===== src/rtl/rc4_pkg.sv =====
// Shared RC4 cracker constants, including the D_RAM reader state encoding.
// The reader's KEY states are only entered when STREAM_KEY_EN is defined.
package rc4_pkg;

  localparam int         MSG_LEN_DEFAULT = 32;
  localparam int         KEY_W           = 24;
  localparam logic [7:0] ASCII_SPACE     = 8'h20;
  localparam logic [7:0] ASCII_LO        = 8'h61;
  localparam logic [7:0] ASCII_HI        = 8'h7A;

  typedef enum logic [2:0] {
    RD_IDLE = 3'd0,
    RD_KEY0 = 3'd1,
    RD_KEY1 = 3'd2,
    RD_KEY2 = 3'd3,
    RD_ADDR = 3'd4,
    RD_WAIT = 3'd5,
    RD_SEND = 3'd6,
    RD_DONE = 3'd7
  } reader_state_t;

endpackage


===== src/rtl/ascii_lower_check.sv =====
// Flags whether a byte is a lowercase ASCII letter or a space.
// Purely combinational so the cracking FSM can reuse it on its own datapath.
module ascii_lower_check
  import rc4_pkg::*;
(
  input  logic [7:0] data,
  output logic       ok
);

  assign ok = (data == ASCII_SPACE) || ((data >= ASCII_LO) && (data <= ASCII_HI));

endmodule


===== src/rtl/dram_message_reader.sv =====
// Reads MSG_LEN decrypted bytes from D_RAM and streams them on a valid/ready byte port.
// Define STREAM_KEY_EN to prefix the stream with the three secret-key bytes, MSB first.
module dram_message_reader
  import rc4_pkg::*;
#(
  parameter int MSG_LEN = MSG_LEN_DEFAULT,
  parameter int ADDR_W  = 8
) (
  input  logic              clk,
  input  logic              rst,
  input  logic              start,
  input  logic [KEY_W-1:0]  secret_key,
  output logic [ADDR_W-1:0] d_ram_addr,
  input  logic [7:0]        d_ram_q,
  output logic [7:0]        out_data,
  output logic              out_valid,
  input  logic              out_ready,
  output logic              busy,
  output logic              done,
  output logic              char_err
);

  // One extra index bit so MSG_LEN=256 reaches its last index without wrapping.
  localparam logic [ADDR_W:0]   LAST_IDX  = (ADDR_W+1)'(MSG_LEN - 1);
  localparam logic [ADDR_W:0]   ZERO_IDX  = {(ADDR_W+1){1'b0}};
  localparam logic [ADDR_W:0]   ONE_IDX   = {{ADDR_W{1'b0}}, 1'b1};
  localparam logic [ADDR_W-1:0] ZERO_ADDR = {ADDR_W{1'b0}};

  reader_state_t     state_r, state_nxt_s;
  logic [ADDR_W:0]   index_r, index_s, index_inc_s;
  logic [KEY_W-1:0]  key_r, key_s;
  logic [ADDR_W-1:0] addr_r, addr_s;
  logic [7:0]        data_r, data_s;
  logic              valid_r, valid_s;
  logic              busy_r, busy_s;
  logic              done_r, done_s;
  logic              err_r, err_s;
  logic              hs_s, last_s, q_ok_s;

  ascii_lower_check u_ascii_check (
    .data (d_ram_q),
    .ok   (q_ok_s)
  );

  assign hs_s        = valid_r && out_ready;
  assign last_s      = (index_r == LAST_IDX);
  assign index_inc_s = index_r + ONE_IDX;

  // State register.
  always_ff @(posedge clk or negedge rst) begin
    if (!rst) begin
      state_r <= RD_IDLE;
    end else begin
      state_r <= state_nxt_s;
    end
  end

  // Next-state logic.
  always_comb begin
    state_nxt_s = state_r;
    case (state_r)
      RD_IDLE: begin
        if (start) begin
`ifdef STREAM_KEY_EN
          state_nxt_s = RD_KEY0;
`else
          state_nxt_s = RD_ADDR;
`endif
        end else begin
          state_nxt_s = RD_IDLE;
        end
      end
`ifdef STREAM_KEY_EN
      RD_KEY0: state_nxt_s = hs_s ? RD_KEY1 : RD_KEY0;
      RD_KEY1: state_nxt_s = hs_s ? RD_KEY2 : RD_KEY1;
      RD_KEY2: state_nxt_s = hs_s ? RD_ADDR : RD_KEY2;
`endif
      RD_ADDR: state_nxt_s = RD_WAIT;
      RD_WAIT: state_nxt_s = RD_SEND;
      RD_SEND: begin
        if (hs_s) begin
          state_nxt_s = last_s ? RD_DONE : RD_ADDR;
        end else begin
          state_nxt_s = RD_SEND;
        end
      end
      RD_DONE: state_nxt_s = RD_IDLE;
      default: state_nxt_s = RD_IDLE;
    endcase
  end

  // Next values of the registered outputs and datapath; the address leads the RAM by one cycle.
  always_comb begin
    index_s = index_r;
    key_s   = key_r;
    addr_s  = addr_r;
    data_s  = data_r;
    valid_s = valid_r;
    busy_s  = busy_r;
    done_s  = 1'b0;
    err_s   = err_r;
    case (state_r)
      RD_IDLE: begin
        if (start) begin
          key_s   = secret_key;
          index_s = ZERO_IDX;
          err_s   = 1'b0;
          busy_s  = 1'b1;
`ifdef STREAM_KEY_EN
          data_s  = secret_key[23:16];
          valid_s = 1'b1;
`else
          addr_s  = ZERO_ADDR;
`endif
        end else begin
          busy_s = 1'b0;
        end
      end
`ifdef STREAM_KEY_EN
      RD_KEY0: begin
        if (hs_s) begin
          data_s = key_r[15:8];
        end else begin
          data_s = data_r;
        end
      end
      RD_KEY1: begin
        if (hs_s) begin
          data_s = key_r[7:0];
        end else begin
          data_s = data_r;
        end
      end
      RD_KEY2: begin
        if (hs_s) begin
          valid_s = 1'b0;
          addr_s  = ZERO_ADDR;
        end else begin
          valid_s = 1'b1;
        end
      end
`endif
      RD_WAIT: begin
        data_s  = d_ram_q;
        valid_s = 1'b1;
        if (!q_ok_s) begin
          err_s = 1'b1;
        end else begin
          err_s = err_r;
        end
      end
      RD_SEND: begin
        if (hs_s) begin
          valid_s = 1'b0;
          if (last_s) begin
            done_s = 1'b1;
          end else begin
            index_s = index_inc_s;
            addr_s  = index_inc_s[ADDR_W-1:0];
          end
        end else begin
          valid_s = 1'b1;
        end
      end
      RD_DONE: begin
        busy_s = 1'b0;
      end
      default: begin
        done_s = 1'b0;
      end
    endcase
  end

  // Datapath and output registers.
  always_ff @(posedge clk or negedge rst) begin
    if (!rst) begin
      index_r <= ZERO_IDX;
      key_r   <= {KEY_W{1'b0}};
      addr_r  <= ZERO_ADDR;
      data_r  <= 8'h00;
      valid_r <= 1'b0;
      busy_r  <= 1'b0;
      done_r  <= 1'b0;
      err_r   <= 1'b0;
    end else begin
      index_r <= index_s;
      key_r   <= key_s;
      addr_r  <= addr_s;
      data_r  <= data_s;
      valid_r <= valid_s;
      busy_r  <= busy_s;
      done_r  <= done_s;
      err_r   <= err_s;
    end
  end

  assign d_ram_addr = addr_r;
  assign out_data   = data_r;
  assign out_valid  = valid_r;
  assign busy       = busy_r;
  assign done       = done_r;
  assign char_err   = err_r;

endmodule


===== config.mk =====
export PLATFORM = sky130hd
export DESIGN_NAME = dram_message_reader
export DESIGN_NICKNAME = d
export VERILOG_FILES = /design/src/rtl/rc4_pkg.sv /design/src/rtl/ascii_lower_check.sv /design/src/rtl/dram_message_reader.sv
export SDC_FILE = /design/constraint.sdc
export NUM_CORES = 1
export LEC_CHECK = 0
export BUFFER_PORTS_ARGS = -buffer_cell sky130_fd_sc_hd__buf_2
export CAP_MARGIN = 20
export CORE_ASPECT_RATIO = 1.1
export CORE_MARGIN = 2
export CORE_UTILIZATION = 30
export DETAILED_ROUTE_END_ITERATION = 10
export MAX_ROUTING_LAYER = met4
export PLACE_DENSITY = 0.55
export SLEW_MARGIN = 15
export SYNTH_ARGS = -nofsm -noshare
export SYNTH_HDL_FRONTEND = slang
export SYNTH_SLANG_ARGS = --single-unit
export TNS_END_PERCENT = 20

===== constraint.sdc =====
create_clock -name clk -period 1.95 [get_ports clk]
set_input_delay 0.39 -clock clk [delete_from_list [all_inputs] [get_ports clk]]
set_output_delay 0.39 -clock clk [all_outputs]
set_load 0.02 [all_outputs]

==> run_results.csv <==
group,metric,value,unit
power_and_ir_drop,ir_worst_vdd,516,uV
floorplan,die_y,70.5,um
critical_path,r2r-start,"index_r[0]",
cells_and_area,drive_gt1_share,36.9,%
yosys,synth-xor-area-share,0,%
sta,drv_slew,0,
detailed_routing,routed_wl,2780,um
critical_path,r2r_end,"index_r[5]",
yosys,synth_cells,117,
global_routing,met1_usage,14.4,%
yosys,postSynthAreaPerCell,10.3,um^2
flow_run,cap_violations,0,
critical_path,cp_max_fo,17,
critical_path,worst-path-stages,5,
cells_and_area,diodes,0,
floorplan,start_util,30.9,%
critical_path,slowest_delay,0.49,ns
yosys,synthesis.area,1200,um^2
sta,skew,0.00439,ns
power_and_ir_drop,p_leak,0.742,nW
floorplan,rows,24,
floorplan,die_area,4540,um^2
critical_path,startpoint_type,"flip-flop",
sta,max_slew_margin,63.2,%
yosys,synth_area_leader_cell,"dfrtp_1",
critical_path,ff2ff_setup_slack,0.07,ns
cells_and_area,syn_to_final_growth,24.5,%
place,port_buffers,31,
detailed_routing,first_pass_iters,4,
place,place_area,1410,um^2
global_routing,grtUsageMet3,2.09,%
yosys,synth_simple_gate_area_share,20.7,%
sta,finalCritPeriodShare,96.4,%
clock_tree,clk_latency,0.27,ns
clock_tree,clockBufferDepth,2,
critical_path,reg2reg_depth,5,
global_routing,antenna_found_initial,0,
critical_path,critical_path_required,2.16,ns
global_routing,grt_pass1_vias,1023,
place,dp_hpwl,2050,um
yosys,syn_nets,154,
clock_tree,cts_tree,"yes",
critical_path,end_kind,"flip-flop",
floorplan,core_region_area,3900,um^2
sta,finalHoldViolCount,0,
global_routing,track_usage,13.0,%
place,gp_congestion,0.738,
min_path,hold_class,"in2async",
cells_and_area,finalNonFillerCells,201,
detailed_routing,viasPerCell,4.96,
yosys,muxShareOfSynthArea,7.37,%
clock_tree,cts.clk_slew.worst_paths,0.09,ns
floorplan,ios,56,
detailed_routing,final_antenna_net_count,0,
global_routing,grt_max_degree,25,
yosys,synth_top_family_by_area,"simple AND/OR/NAND/NOR gates",
power_and_ir_drop,power_density,1340,nW/um^2
yosys,netlist.area_leader.share,49.8,%
yosys,ys_types,31,
global_routing,grt_first_pass_wirelength,4490,um
sta,fin_crit,1.88,ns
clock_tree,holdBufCountCts,0,
global_routing,met2_usage,23.3,%
critical_path,slowest_stage,"or4_1",
floorplan,die_w,64.4,um
clock_tree,cts-root-buf,"clkbuf_8",
clock_tree,cts.htree.levels,1,
detailed_routing,post-route-drc-count,0,
detailed_routing,drtIter0Drc,29,
sta,worst_pin_slew,0.548,ns
yosys,ys_seq_area_share,49.8,%
yosys,yosysWarnings,0,
sta,max_freq,0.532,GHz
critical_path,cpLargestDelayFamily,"simple AND/OR/NAND/NOR gates",
critical_path,cp_data_arrival_time,2.09,ns
yosys,ys_ff_latch,24,
detailed_routing,avgRoutedWirePerCell,13.8,um
critical_path,crit_buf_inv,0,
clock_tree,cts.sinks,24,
detailed_routing,vias,997,
sta,rsz0062_at_grt,"no",
clock_tree,cts_buffers,3,
sta,tns,0,ns
cells_and_area,final_cell_area,1500,um^2
run_status,status,"finished clean",
sta,setup_violations,0,
yosys,synth_area_leaders,"dfrtp_1 (50%), mux2_2 (6.5%), nand2_1 (5.6%), buf_4 (5.0%), o211ai_1 (3.7%)",
place,place_inst,197,
global_routing,gr-total-overflow,0,
yosys,synth_compound_area_share,13.4,%
critical_path,crit_chain,"ha_2 -> and4_1 -> a211o_4 -> or4_1 -> nand2_1",
critical_path,worst-setup-path-type,"reg2reg",
cells_and_area,utilization,38.4,%
yosys,synthAdderAreaFrac,1.04,%
cells_and_area,num-nets-final,187,
clock_tree,cts_setup_buffers,0,
global_routing,grt.busiest_layer,"met2",
## power by group
part           leakage [nW]  internal, mW  switching [mW]  total, mW
Sequential            0.300         0.658           0.120      0.778
Combinational         0.407         0.332           0.461      0.793
Clock                0.0357         0.275           0.170      0.445
## stage by stage
stage | worst slack (ns) | power (mW) | hold WS, ns
floorplan | 0.150 | 1.32 | 0.0944
global placement | 0.0567 | 1.54 | 0.397
detailed placement | 0.0323 | 1.58 | 0.412
CTS | 0.0500 | 2.03 | 0.110
global route | 0.00902 | 2.14 | 0.130
finish | 0.0705 | 2.02 | 0.0905
## metal layers
metal,part of all wire (%),routed length [um]
met5,0,0
met2,53,1480
met4,1.2,33
met1,42,1180
met3,3.3,91
## what timing repair did
| item | in CTS | in global routing |
|---|---|---|
| setup endpoints to repair | 1 | 6 |
| gates resized for setup | 1 | 4 |
| gates cloned | 0 | 0 |
## how the worst max path moves through the flow
stage	start	to	slack, ns
after CTS	index_r[0]	index_r[4]	0.05
after floorplan	index_r[0]	index_r[1]	0.15
after global routing	index_r[0]	index_r[5]	0.009
after detailed placement	index_r[0]	index_r[4]	0.03
final	index_r[0]	index_r[5]	0.07
after global placement	index_r[0]	index_r[4]	0.06
## registers in the layout, summed over array words and instances, names as in the netlist
register,count
out_data,8
index_r,9
done,1
char_err,1
busy,1
state_r,3
out_valid,1
## cell usage in the layout (no fill, tap or decap), types with 2 or more instances in the layout
master,instances
a21oi_1,3
dfrtp_1,24
mux2_2,7
and3_1,3
nor4_1,2
nand2b_1,2
buf_4,8
nor2_1,2
nand4_1,2
inv_1,5
clkbuf_8,3
nand2_1,18
buf_2,31
or4_1,6
nand3_1,4
o211ai_1,6
o21ai_0,5
and2_1,3
## logic make-up (layout without fill, tap and decap cells)
group	Yosys count	in the layout
compound gates	23	23
buf+inv	16	48
flops	24	24
simple gates	45	45
mux	8	8
fa+ha+maj	1	1
## area by class of cell
class,instances,area (um^2)
clock buffer,3,41.3
clock inverter,1,30.0
fill,413,2400
inverter,5,18.8
multi-input combinational,77,529
sequential,24,601
tap,52,65.1
timing repair buffer,39,215
## cell usage after synthesis
library cell / instances
mux2_2: 7
nand3_1: 4
and2_1: 3
a21oi_1: 3
a2111oi_0: 2
nand3b_4: 1
a31o_2: 1
buf_4: 8
a221oi_1: 1
a211oi_1: 1
nor4_1: 2
a211o_1: 1
dfrtp_1: 24
clkbuf_1: 1
nor2_1: 2
o22a_1: 1
o21ai_0: 5
ha_1: 1
nand4_1: 2
buf_2: 2
mux2i_1: 1
o22ai_1: 1
and4_1: 1
a311o_1: 1
nand2b_1: 2
or4_1: 6
and3_1: 3
nand2_1: 18
o211ai_1: 6
nor3_1: 1
inv_1: 5
Note: power is estimated with default switching activity, not from simulation.
